<file path="src/rtl/fetch_pkg.sv">
// Shared definitions for the instruction fetch sequencer.
package fetch_pkg;

  typedef enum logic [1:0] {
    ST_BOOT    = 2'd0,
    ST_FETCH   = 2'd1,
    ST_PRESENT = 2'd2,
    ST_FAULT   = 2'd3
  } fetch_state_e;

  localparam logic [31:0] INSTR_BYTES = 32'd4;

  // Clear the byte-offset bits so an address points at a whole word.
  function automatic logic [31:0] align_word(input logic [31:0] addr);
    return addr & ~32'd3;
  endfunction

endpackage

</file>
<file path="src/rtl/fetch_sequencer_if.sv">
// Fetch-side bus: instruction memory handshake plus the decode hand-off.
interface fetch_sequencer_if;
  logic        imem_req;
  logic [31:0] imem_addr;
  logic        imem_ack;
  logic [31:0] imem_rdata;

  logic        instr_valid;
  logic [31:0] instr;
  logic [31:0] instr_pc;
  logic [31:0] pc_plus4;
  logic        stall_d;
  logic        redirect_valid;
  logic [31:0] redirect_target;

  // Sequencer side.
  modport master (
    output imem_req, imem_addr, instr_valid, instr, instr_pc, pc_plus4,
    input  imem_ack, imem_rdata, stall_d, redirect_valid, redirect_target
  );

  // Memory/decode environment side.
  modport slave (
    input  imem_req, imem_addr, instr_valid, instr, instr_pc, pc_plus4,
    output imem_ack, imem_rdata, stall_d, redirect_valid, redirect_target
  );
endinterface

</file>
<file path="src/rtl/fetch_timeout_counter.sv">
// Counts FETCH cycles spent waiting for imem_ack and flags the cycle
// in which the wait budget runs out.
module fetch_timeout_counter #(
  parameter int unsigned TIMEOUT_CYCLES = 64
) (
  input  logic clock,
  input  logic reset_n,
  input  logic clear_i,
  input  logic inc_i,
  output logic expired_o
);

  localparam logic [7:0] LAST_COUNT = 8'(TIMEOUT_CYCLES - 1);

  logic [7:0] count_q, count_d;

  // Clear wins; otherwise advance once per waiting cycle.
  always_comb begin
    count_d = count_q;
    if (clear_i) begin
      count_d = '0;
    end else if (inc_i) begin
      count_d = count_q + 8'd1;
    end
  end

  // Count register.
  always_ff @(posedge clock or negedge reset_n) begin
    if (!reset_n) begin
      count_q <= '0;
    end else begin
      count_q <= count_d;
    end
  end

  // The waiting cycle that would make the count reach the budget.
  assign expired_o = inc_i && (count_q == LAST_COUNT);

endmodule

</file>
<file path="src/rtl/fetch_sequencer.sv">
// Instruction fetch sequencer: one outstanding read, redirect tracking
// while a read is in flight, and a sticky fault on memory timeout.
//
// state   | meaning
// BOOT    | one cycle after reset, loads the boot PC
// FETCH   | request outstanding at pc, waiting for imem_ack
// PRESENT | instruction held for decode until consumed or redirected
// FAULT   | memory never answered; parked until reset
module fetch_sequencer
  import fetch_pkg::*;
#(
  parameter int unsigned TIMEOUT_CYCLES = 64
) (
  input  logic                clock,
  input  logic                reset_n,
  input  logic [31:0]         starting_addr,
  fetch_sequencer_if.master   bus,
  output logic                imem_timeout,
  output logic                addr_misalign
);

  fetch_state_e state_q, state_d;
  logic [31:0]  pc_q, pc_d;
  logic [31:0]  instr_q, instr_d;
  logic [31:0]  instr_pc_q, instr_pc_d;
  logic [31:0]  pc_plus4_q, pc_plus4_d;
  logic         pend_valid_q, pend_valid_d;
  logic [31:0]  pend_tgt_q, pend_tgt_d;
  logic         misalign_q, misalign_d;

  logic         in_fetch;
  logic         redirect_taken;
  logic [31:0]  redirect_word;
  logic         cnt_clear;
  logic         cnt_inc;
  logic         cnt_expired;

  assign in_fetch       = (state_q == ST_FETCH);
  assign redirect_taken = bus.redirect_valid &&
                          ((state_q == ST_FETCH) || (state_q == ST_PRESENT));
  assign redirect_word  = align_word(bus.redirect_target);

  // Wait counter restarts whenever we are not waiting or the wait ends.
  assign cnt_clear = !in_fetch || bus.imem_ack;
  assign cnt_inc   = in_fetch && !bus.imem_ack;

  fetch_timeout_counter #(
    .TIMEOUT_CYCLES (TIMEOUT_CYCLES)
  ) u_timeout (
    .clock     (clock),
    .reset_n   (reset_n),
    .clear_i   (cnt_clear),
    .inc_i     (cnt_inc),
    .expired_o (cnt_expired)
  );

  // Next-state and datapath updates for the fetch FSM.
  always_comb begin
    state_d      = state_q;
    pc_d         = pc_q;
    instr_d      = instr_q;
    instr_pc_d   = instr_pc_q;
    pc_plus4_d   = pc_plus4_q;
    pend_valid_d = pend_valid_q;
    pend_tgt_d   = pend_tgt_q;
    misalign_d   = misalign_q |
                   (redirect_taken && (bus.redirect_target[1:0] != 2'b00));

    case (state_q)
      ST_BOOT: begin
        pc_d    = align_word(starting_addr);
        state_d = ST_FETCH;
      end

      ST_FETCH: begin
        if (bus.imem_ack) begin
          // A redirect in the ack cycle is newer than any pending one.
          if (bus.redirect_valid) begin
            pc_d         = redirect_word;
            pend_valid_d = 1'b0;
          end else if (pend_valid_q) begin
            pc_d         = pend_tgt_q;
            pend_valid_d = 1'b0;
          end else begin
            instr_d    = bus.imem_rdata;
            instr_pc_d = pc_q;
            pc_plus4_d = pc_q + INSTR_BYTES;
            pc_d       = pc_q + INSTR_BYTES;
            state_d    = ST_PRESENT;
          end
        end else begin
          // Address must stay stable until ack, so only remember the redirect.
          if (bus.redirect_valid) begin
            pend_valid_d = 1'b1;
            pend_tgt_d   = redirect_word;
          end
          if (cnt_expired) begin
            state_d = ST_FAULT;
          end
        end
      end

      ST_PRESENT: begin
        if (bus.redirect_valid) begin
          pc_d    = redirect_word;
          state_d = ST_FETCH;
        end else if (!bus.stall_d) begin
          state_d = ST_FETCH;
        end
      end

      ST_FAULT: begin
      end
    endcase
  end

  // State and datapath registers.
  always_ff @(posedge clock or negedge reset_n) begin
    if (!reset_n) begin
      state_q      <= ST_BOOT;
      pc_q         <= '0;
      instr_q      <= '0;
      instr_pc_q   <= '0;
      pc_plus4_q   <= '0;
      pend_valid_q <= 1'b0;
      pend_tgt_q   <= '0;
      misalign_q   <= 1'b0;
    end else begin
      state_q      <= state_d;
      pc_q         <= pc_d;
      instr_q      <= instr_d;
      instr_pc_q   <= instr_pc_d;
      pc_plus4_q   <= pc_plus4_d;
      pend_valid_q <= pend_valid_d;
      pend_tgt_q   <= pend_tgt_d;
      misalign_q   <= misalign_d;
    end
  end

  assign bus.imem_req    = in_fetch;
  assign bus.imem_addr   = pc_q;
  assign bus.instr_valid = (state_q == ST_PRESENT);
  assign bus.instr       = instr_q;
  assign bus.instr_pc    = instr_pc_q;
  assign bus.pc_plus4    = pc_plus4_q;
  assign imem_timeout    = (state_q == ST_FAULT);
  assign addr_misalign   = misalign_q;

endmodule

</file>
<file path="src/flat_wrapper.sv">
// flat-port wrapper written by rule: the top's interface ports become plain ports
module fetch_sequencer_flat import fetch_pkg::*;
#(
  parameter int unsigned TIMEOUT_CYCLES = 64
)
  (clock, reset_n, starting_addr, imem_timeout, addr_misalign, bus_imem_req, bus_imem_addr, bus_instr_valid, bus_instr, bus_instr_pc, bus_pc_plus4, bus_imem_ack, bus_imem_rdata, bus_stall_d, bus_redirect_valid, bus_redirect_target);
  fetch_sequencer_if bus_i ();
  input  logic clock;
  input  logic reset_n;
  input  logic [31:0] starting_addr;
  output logic imem_timeout;
  output logic addr_misalign;
  output wire logic [$bits(bus_i.imem_req)-1:0] bus_imem_req;
  output wire logic [$bits(bus_i.imem_addr)-1:0] bus_imem_addr;
  output wire logic [$bits(bus_i.instr_valid)-1:0] bus_instr_valid;
  output wire logic [$bits(bus_i.instr)-1:0] bus_instr;
  output wire logic [$bits(bus_i.instr_pc)-1:0] bus_instr_pc;
  output wire logic [$bits(bus_i.pc_plus4)-1:0] bus_pc_plus4;
  input wire logic [$bits(bus_i.imem_ack)-1:0] bus_imem_ack;
  input wire logic [$bits(bus_i.imem_rdata)-1:0] bus_imem_rdata;
  input wire logic [$bits(bus_i.stall_d)-1:0] bus_stall_d;
  input wire logic [$bits(bus_i.redirect_valid)-1:0] bus_redirect_valid;
  input wire logic [$bits(bus_i.redirect_target)-1:0] bus_redirect_target;
  assign bus_imem_req = bus_i.imem_req;
  assign bus_imem_addr = bus_i.imem_addr;
  assign bus_instr_valid = bus_i.instr_valid;
  assign bus_instr = bus_i.instr;
  assign bus_instr_pc = bus_i.instr_pc;
  assign bus_pc_plus4 = bus_i.pc_plus4;
  assign bus_i.imem_ack = bus_imem_ack;
  assign bus_i.imem_rdata = bus_imem_rdata;
  assign bus_i.stall_d = bus_stall_d;
  assign bus_i.redirect_valid = bus_redirect_valid;
  assign bus_i.redirect_target = bus_redirect_target;
  fetch_sequencer #(.TIMEOUT_CYCLES(TIMEOUT_CYCLES)) u_core (.clock(clock), .reset_n(reset_n), .starting_addr(starting_addr), .bus(bus_i), .imem_timeout(imem_timeout), .addr_misalign(addr_misalign));
endmodule
</file>
<file path="config.mk">
export PLATFORM = sky130hd
export DESIGN_NAME = fetch_sequencer_flat
export DESIGN_NICKNAME = d
export VERILOG_FILES = /design/src/rtl/fetch_pkg.sv /design/src/rtl/fetch_sequencer_if.sv /design/src/rtl/fetch_timeout_counter.sv /design/src/rtl/fetch_sequencer.sv /design/src/flat_wrapper.sv
export SDC_FILE = /design/constraint.sdc
export NUM_CORES = 1
export LEC_CHECK = 0
export BUFFER_PORTS_ARGS = -buffer_cell sky130_fd_sc_hd__buf_4
export CORE_ASPECT_RATIO = 1.75
export CORE_UTILIZATION = 50
export CTS_CLUSTER_DIAMETER = 200
export DETAILED_ROUTE_END_ITERATION = 12
export PLACE_DENSITY = 0.83
export SLEW_MARGIN = 5
export SYNTH_ARGS = -nofsm -noshare
export SYNTH_HDL_FRONTEND = slang
export SYNTH_SLANG_ARGS = --single-unit
</file>
<file path="constraint.sdc">
create_clock -name clock -period 2.43 [get_ports clock]
set_clock_uncertainty 0.1 [all_clocks]
set_input_delay 0.486 -clock clock [delete_from_list [all_inputs] [get_ports clock]]
set_output_delay 0.486 -clock clock [all_outputs]
set_load 0.005 [all_outputs]
</file>
# [Word-level counts from Yosys, hierarchy flattened]
# Index checks and enable logic that the tools add are counted.
[op_classes] bitwise=4 n_addsub=2 eq_ne=10 reduce_logical=18 muxes=16
[op_table] cell="two-way mux 32 bit" n=4
[op_table] cell="one-hot mux 32 bit (3 select lines)" n=1
[op_table] cell="adder 32 x 3 -> 32 bit (second input constant)" n=1
[op_table] cell="two-way mux 8 bit" n=2
[op_table] cell="two-way mux 2 bit" n=6
[op_table] cell="inequality test 3 bit (second input constant)" n=3
[op_table] cell="adder 8 x 1 -> 8 bit (second input constant)" n=1
[op_table] cell="equality test 8 x 6 -> 1 bit (second input constant)" n=1
[op_table] cell="one-hot mux 2 bit (3 select lines)" n=1
[op_table] cell="AND reduction 3 bit" n=2
[op_table] cell="nonzero test 2 bit" n=3
[op_table] cell="AND reduction 5 bit" n=1
[op_table] cell="equality test 2 bit (second input constant)" n=2
[op_table] cell="logical AND 1 bit" n=4
[op_table] cell="AND reduction 4 bit" n=1
[op_table] cell="inequality test 3 x 2 -> 1 bit (second input constant)" n=1
[op_table] cell="inverter 1 bit" n=3
[op_table] cell="nonzero test 3 bit" n=1
[op_table] cell="equality test 2 x 1 -> 1 bit (second input constant)" n=1
[op_table] cell="zero test 1 bit" n=2
[op_table] cell="zero test 2 bit" n=1
[op_table] cell="logical OR 1 bit" n=2
[op_table] cell="two-way mux 1 bit" n=2
[op_table] cell="inequality test 2 x 1 -> 1 bit (second input constant)" n=1
[op_table] cell="3 further kinds" n=3
[word_totals] ff_bits=170 out_inout_bits=132 in_bits=101 elab_cells=59

# [Logic depth before layout (Yosys ltp)]
[logic_depth] ltp_word=6 ltp_mapped=10 mapped_depth_nobuf=7

# [Cells and area by module]
# From an unflattened synthesis, not the netlist that was laid out.
[hier_totals] cells_unflattened=888 hier_area_um2=8101.5
[modules_own_cells] mod="fetch_sequencer" area_per_inst_um2=7714.9 n_inst=1 seq_area_each_um2=3903.7 cells_each=850
[modules_own_cells] mod="fetch_timeout_counter" area_per_inst_um2=386.6 n_inst=1 seq_area_each_um2=200.2 cells_each=38

# [Least setup slack after synthesis]
# Ideal clock, no wire load.
[synth_timing] kind="register to register" from="reg u_core.state_q[0]" to="reg u_core.pc_q[16] (netlist: u_core.bus.imem_addr[16])" setup_slack_ns=0.265 path_buffers=3 arrival_time_ns=1.929 setup_ns=0.136 period_less_slack_ns=2.165 required_ns=2.194 stages_incl_launch_ff=9 cell_sequence="dfrtp_1 -> ha_1 -> buf_2 -> nor2b_1 -> or3_1 -> clkbuf_1 -> clkbuf_1 -> a221oi_1 -> o21ai_0"
[synth_via] elab_chain_cells=3 word_cells_on_any_way=8 cone_classes="eq/ne (4); mux (1); reduce/logical (3)"
[synth_lines] item="start: declaration" line="fetch_sequencer.sv:22" text="fetch_state_e state_q, state_d;"
[synth_lines] item="start signal: assignment" line="fetch_sequencer.sv:129" text="state_q <= state_d;"
[synth_lines] item="equality test 2 x 1 -> 1 bit *"
[synth_lines] item="via bus_imem_req" line="flat_wrapper.sv:13" text="output wire logic [$bits(bus_i.imem_req)-1:0] bus_imem_req;"
[synth_lines] item="inequality test 2 bit (no source line) / nonzero test 3 bit (equally long branches)"
[synth_lines] item="AND reduction 3 bit (no source line)"
[synth_lines] item="end signal: assignment" line="fetch_sequencer.sv:130" text="pc_q <= pc_d;"
[synth_lines] item="end: declaration" line="fetch_sequencer.sv:23" text="logic [31:0] pc_q, pc_d;"
# Mark *: on every way through the listed nets, which the timed path passes. The rest lies on a longest branch.
# A chain may end at the register's enable or synchronous reset.

# [Worst setup path after layout]
[layout_timing] from="reg u_core.pc_q[11] (netlist: u_core.bus.imem_addr[11])" to="reg u_core.pc_q[25] (netlist: u_core.bus.imem_addr[25])"
[layout_via] elab_chain_cells=5
[layout_lines] item="adder 32 x 3 -> 32 bit" line="fetch_sequencer.sv:88" text="pc_d = pc_q + INSTR_BYTES;"
[layout_lines] item="two-way mux 32 bit" line="fetch_sequencer.sv:81" text="end else if (pend_valid_q) begin"
[layout_lines] item="two-way mux 32 bit" line="fetch_sequencer.sv:78" text="if (bus.redirect_valid) begin"
[layout_lines] item="two-way mux 32 bit" line="fetch_sequencer.sv:76" text="if (bus.imem_ack) begin"
[layout_lines] item="one-hot mux 32 bit (3 select lines)" line="fetch_sequencer.sv:69" text="case (state_q)"
# No other way between the ends. The select of a mux whose other input is x is not followed.

==> results.md <==
- For the worst setup path, the data required time is 2.64 ns.
- The worst hold path terminates at u_core.bus.instr[29]$_DFFE_PN0P_.
- The sort of element at the end of the critical path is a flop.
- The total inserted antenna cells is 0.
- The final core utilization is 0.683.
- The number of antenna violations at the first check in global routing is 0.
- The floorplan step defined a core boundary enclosing 16,000 µm².
- The mean area per synthesized cell is 9.00 µm².
- The register area is 4100 µm².
- The setup slack at placement is 0.186 ns.
- The number of warnings reported in the yosys synthesis log is 0.
- In the final layout, the multi-input gates occupy 3870 µm².
- Of the post-synthesis cell area, the dominant cell type holds 0.495.
- The per-cell routed wire length is 17.9 µm.
- The worst slew margin relative to its limit is 0.661.
- The first global-routing pass estimated 38,400 µm of wire.
- The flow ran to the end, and the final reports show no timing, DRC or antenna violations.
- The analysis attributes to net switching a power of 5.70 mW.
- The number of buffers on the longest clock path is 2.
- In this run the worst path has a maximum fanout of 7.
- TritonCTS built the clock tree.
- The number of global-route vias before repair was 7,537.
- The effective utilization at floorplan is 0.517.
- The arrival time at the worst endpoint is 2.47 ns.
- The number of sinks driven by the clock tree is 164.
- The height of the die is 172 µm.
- The kind of path behind the tightest hold check is input pin to flop.
- The sequential fraction of design power is 0.346.
- Summed over all failing endpoints, the final setup total negative slack is 0 ns.
- The launching point of the worst reg2reg path is u_core.bus.imem_addr[11]$_DFFE_PN0P_.
- The biggest area contributor in the post-synthesis netlist is dfrtp_1.
- Internal power comes to 8.77 mW.
- The worst reg-to-reg path cell count is 6.
- The static power due to leakage is 5.29 nW.
- The number of DRC markers after the initial detailed-route iteration is 611.
- The setup slack on the worst flop-to-flop path is 0.17 ns.
- The pin count of the biggest net entering global routing is 70.
- The tree is rooted in a clkbuf_16.
- 233 I/O pins were placed.
- At the end of routability-driven placement, the weighted congestion stood at 0.879.
- The final count of hold timing violations is 0.
- The maximum clock rate is 443 MHz.
- The final net count is 1,250.
- For this run, the register share of the synthesized area comes to 0.495.
- The x dimension of the die is 99.3 µm.
- The synthesis-to-finish area growth is 32.1%.
- The delay of the slowest cell on the worst path is 0.52 ns.
- The share of total power in the clock network is 0.181.
- Synthesis produced 921 cells.
- In this run the post-CTS setup repair buffer count came out at 0.
- In this run the number of H-tree levels came out at 4.
- The proportion of total power due to net switching is 0.394.
- The die covers 17,100 µm².
- The cell depth of the worst min-delay path is 3.
- The clock transition at the registers of the reported paths is 0.07 ns.
- The number of register bits inferred by synthesis is 164.
- The via total after detailed routing is 7,756.
- After detailed routing, the number of remaining DRC violations is 0.
- Detailed placement ended at an HPWL of 18,000 µm.
- The worst path in the final design needs a cycle of 2.26 ns, including I/O delays and setup.
- The number of violations of the max-capacitance limit is 0.
- The number of pins exceeding their max-slew limit in the final report is 0.
- The prevailing post-synth register cell is dfrtp_1.
- The slowest cell on the critical path is dfrtp_1.
- Setup repair after global routing left no endpoint under its margin.
- The number of iterations in the first detailed-routing pass is 6.
- Summed over all layers, the routed wires come to 24,100 µm.
- The residual overflow from global routing is 0.
- The endpoint identified for the worst register-to-register timing path is u_core.bus.imem_addr[25]$_DFFE_PN0P_.
- The number of port buffers is 224.
- The critical path startpoint category is a flop.
- The number of distinct library cell variants in the gate-level netlist after synthesis is 59.
- For the pin with the worst max-slew slack, the measured transition is 0.502 ns.
- Counting flops with a built-in enable in the synthesized netlist gives 0.
- Buffers inserted during clock tree synthesis total 17.
- Sorting the synthesized cells by area gives the leading types as dfrtp_1 50%, nand2_1 11%, mux2_2 4.1%, o21ai_0 3.9%, xnor2_1 2.2%.
- The critical path is of the flop to flop type.
- The worst hold path begins at bus_imem_rdata[29].
- The filler cells instantiated in the layout total 1,311.
- The combinational cell fraction of total power is 0.472.
- In the finished design, the share of the clock period the worst path needs comes to 0.929.
- In the routed layout, each cell is associated on average with a via count of 5.76.
- The cell area after synthesis is 8290 µm².
- The clock reaches the later pin of the worst-skew pair after 0.43 ns.
- The final antenna-violating net count is 0.
- The final worst slack is 0.172 ns.
- The share of flip-flops with an asynchronous set or reset after synthesis is 1.00.
- Across every metal layer, demand over resource in global routing totals 0.291.
- Walking the worst path, the cells encountered are nand4_2 -> nor4_1 -> buf_4 -> nand4_1 -> a41o_1 -> a211o_1.
- Setup violations remaining at the end of the flow were counted as 0.
- The worst-case IR drop observed on VDD is 0.952 mV.
- The floorplan has 61 rows.
- Dividing total power by cell area gives a power density of 1320 nW/µm².
- The tightest hold path in the finished design has a slack of 0.151 ns.
- The proportion of layout cells with a drive suffix above 1 is 0.296.
==> final cells by class <==
class,instances,share of cell area
clock buffer,19,0.0414
tap,189,0.0216
timing repair buffer,266,0.191
inverter,18,0.00617
sequential,164,0.375
multi-input combinational,677,0.354
clock inverter,13,0.0112
==> state kept, by name, summed over array words and instances (netlist names) <==
| signal | count |
|---|---|
| u_core.pend_tgt_q | 30 |
| u_core.pend_valid_q | 1 |
| u_core.bus.pc_plus4 | 30 |
| u_core.bus.instr_pc | 30 |
| u_core.state_q | 2 |
| u_core.bus.imem_addr | 30 |
| u_core.bus.instr | 32 |
| u_core.u_timeout.count_q | 8 |
| u_core.addr_misalign | 1 |
==> placed cells by master (no fill, tap or decap), drive strengths merged, types with 10 or more instances in the layout <==
cell,Yosys,routed
buf,19,265
nand2,250,250
dfrtp,164,164
o21ai,74,74
nor2,47,47
mux2,30,30
a21oi,25,25
inv,18,22
xnor2,21,21
nand3,19,19
clkbuf,48,19
nor3,19,19
nand2b,16,16
a22oi,16,16
a221oi,11,11
o211ai,10,10
a31oi,10,10
==> power by group through the flow <==
stage          logic (mW)  registers [mW]  clock network, mW
3_5_place_dp         6.77            5.03                  0
3_3_place_gp         6.59            4.96                  0
4_1_cts              6.82            4.99               2.65
6_report             6.83            5.01               2.62
5_1_grt              7.53            5.17               2.75
2_1_floorplan        3.58            4.90                  0
==> cell families after synthesis <==
family / after synthesis / synth area share
AND/OR/NAND/NOR: 398 / 0.217
AO/OA/AOI/OAI: 206 / 0.162
flip-flops: 164 / 0.495
buffers and inverters: 85 / 0.0427
multiplexers: 32 / 0.0432
XOR/XNOR: 30 / 0.0317
adder cells (fa/ha/maj): 5 / 0.00755
other: 1 / 0.000452
==> Yosys cell counts, types with 7 or more instances <==
master	count
o211ai_1	10
mux2_2	30
nor2b_1	7
buf_2	10
xnor2_1	21
clkbuf_1	48
xor2_1	9
nand3_1	19
nand2_1	250
inv_1	18
o21ai_0	64
a22oi_1	16
nand2b_1	16
or3_1	9
dfrtp_1	164
a31oi_1	10
a21oi_1	25
a221oi_1	11
nor3_1	13
nor2_1	47
o21ai_1	10
==> routing by layer <==
metal	wire, µm	part of all wire	global-route usage	vias up
li1	-	-	-	3644
met1	9450	0.39	0.342	3677
met2	12200	0.50	0.502	358
met3	1310	0.054	0.0445	77
met4	1210	0.050	0.175	0
met5	0	0	0	-
==> worst max-delay path: cells and delay by family, from the launching register on <==
kind,cells,cell delay [ns]
AOI/OAI and AO/OA,2,0.52
buffers and inverters,1,0.21
DFF,1,0.52
and+or+nand+nor,3,0.79
==> through the flow <==
| stage | instance area, µm² | cells | total power [mW] |
|---|---|---|---|
| floorplan | 8310 | 926 | 8.49 |
| global placement | 10400 | 1313 | 11.6 |
| detailed placement | 10400 | 1313 | 11.8 |
| CTS | 10900 | 1346 | 14.5 |
| global route | 10900 | 1346 | 15.4 |
| finish | 10900 | 1346 | 14.5 |
==> worst max path at each step <==
stage | from | endpoint | slack (ns) | cells past startpoint
floorplan | u_core.state_q[0]$_DFFE_PN0P_ | u_core.bus.imem_addr[16]$_DFFE_PN0P_ | 0.27 | 8
global placement | u_core.bus.imem_addr[2]$_DFFE_PN0P_ | u_core.bus.imem_addr[25]$_DFFE_PN0P_ | 0.23 | 6
detailed placement | u_core.state_q[1]$_DFFE_PN0P_ | u_core.bus.imem_addr[13]$_DFFE_PN0P_ | 0.19 | 7
CTS | u_core.state_q[1]$_DFFE_PN0P_ | u_core.bus.imem_addr[13]$_DFFE_PN0P_ | 0.16 | 7
global route | u_core.bus.imem_addr[2]$_DFFE_PN0P_ | u_core.bus.imem_addr[20]$_DFFE_PN0P_ | 0.03 | 7
finish | u_core.bus.imem_addr[11]$_DFFE_PN0P_ | u_core.bus.imem_addr[25]$_DFFE_PN0P_ | 0.17 | 6
==> repair_timing <==
action | 4_1_cts | 5_1_grt
hold endpoints to repair | 26 | 0
gates resized for setup | 0 | 1
setup endpoints to repair | 0 | 1
hold buffers | 1 | 0
(Power assumes the default switching activity.)
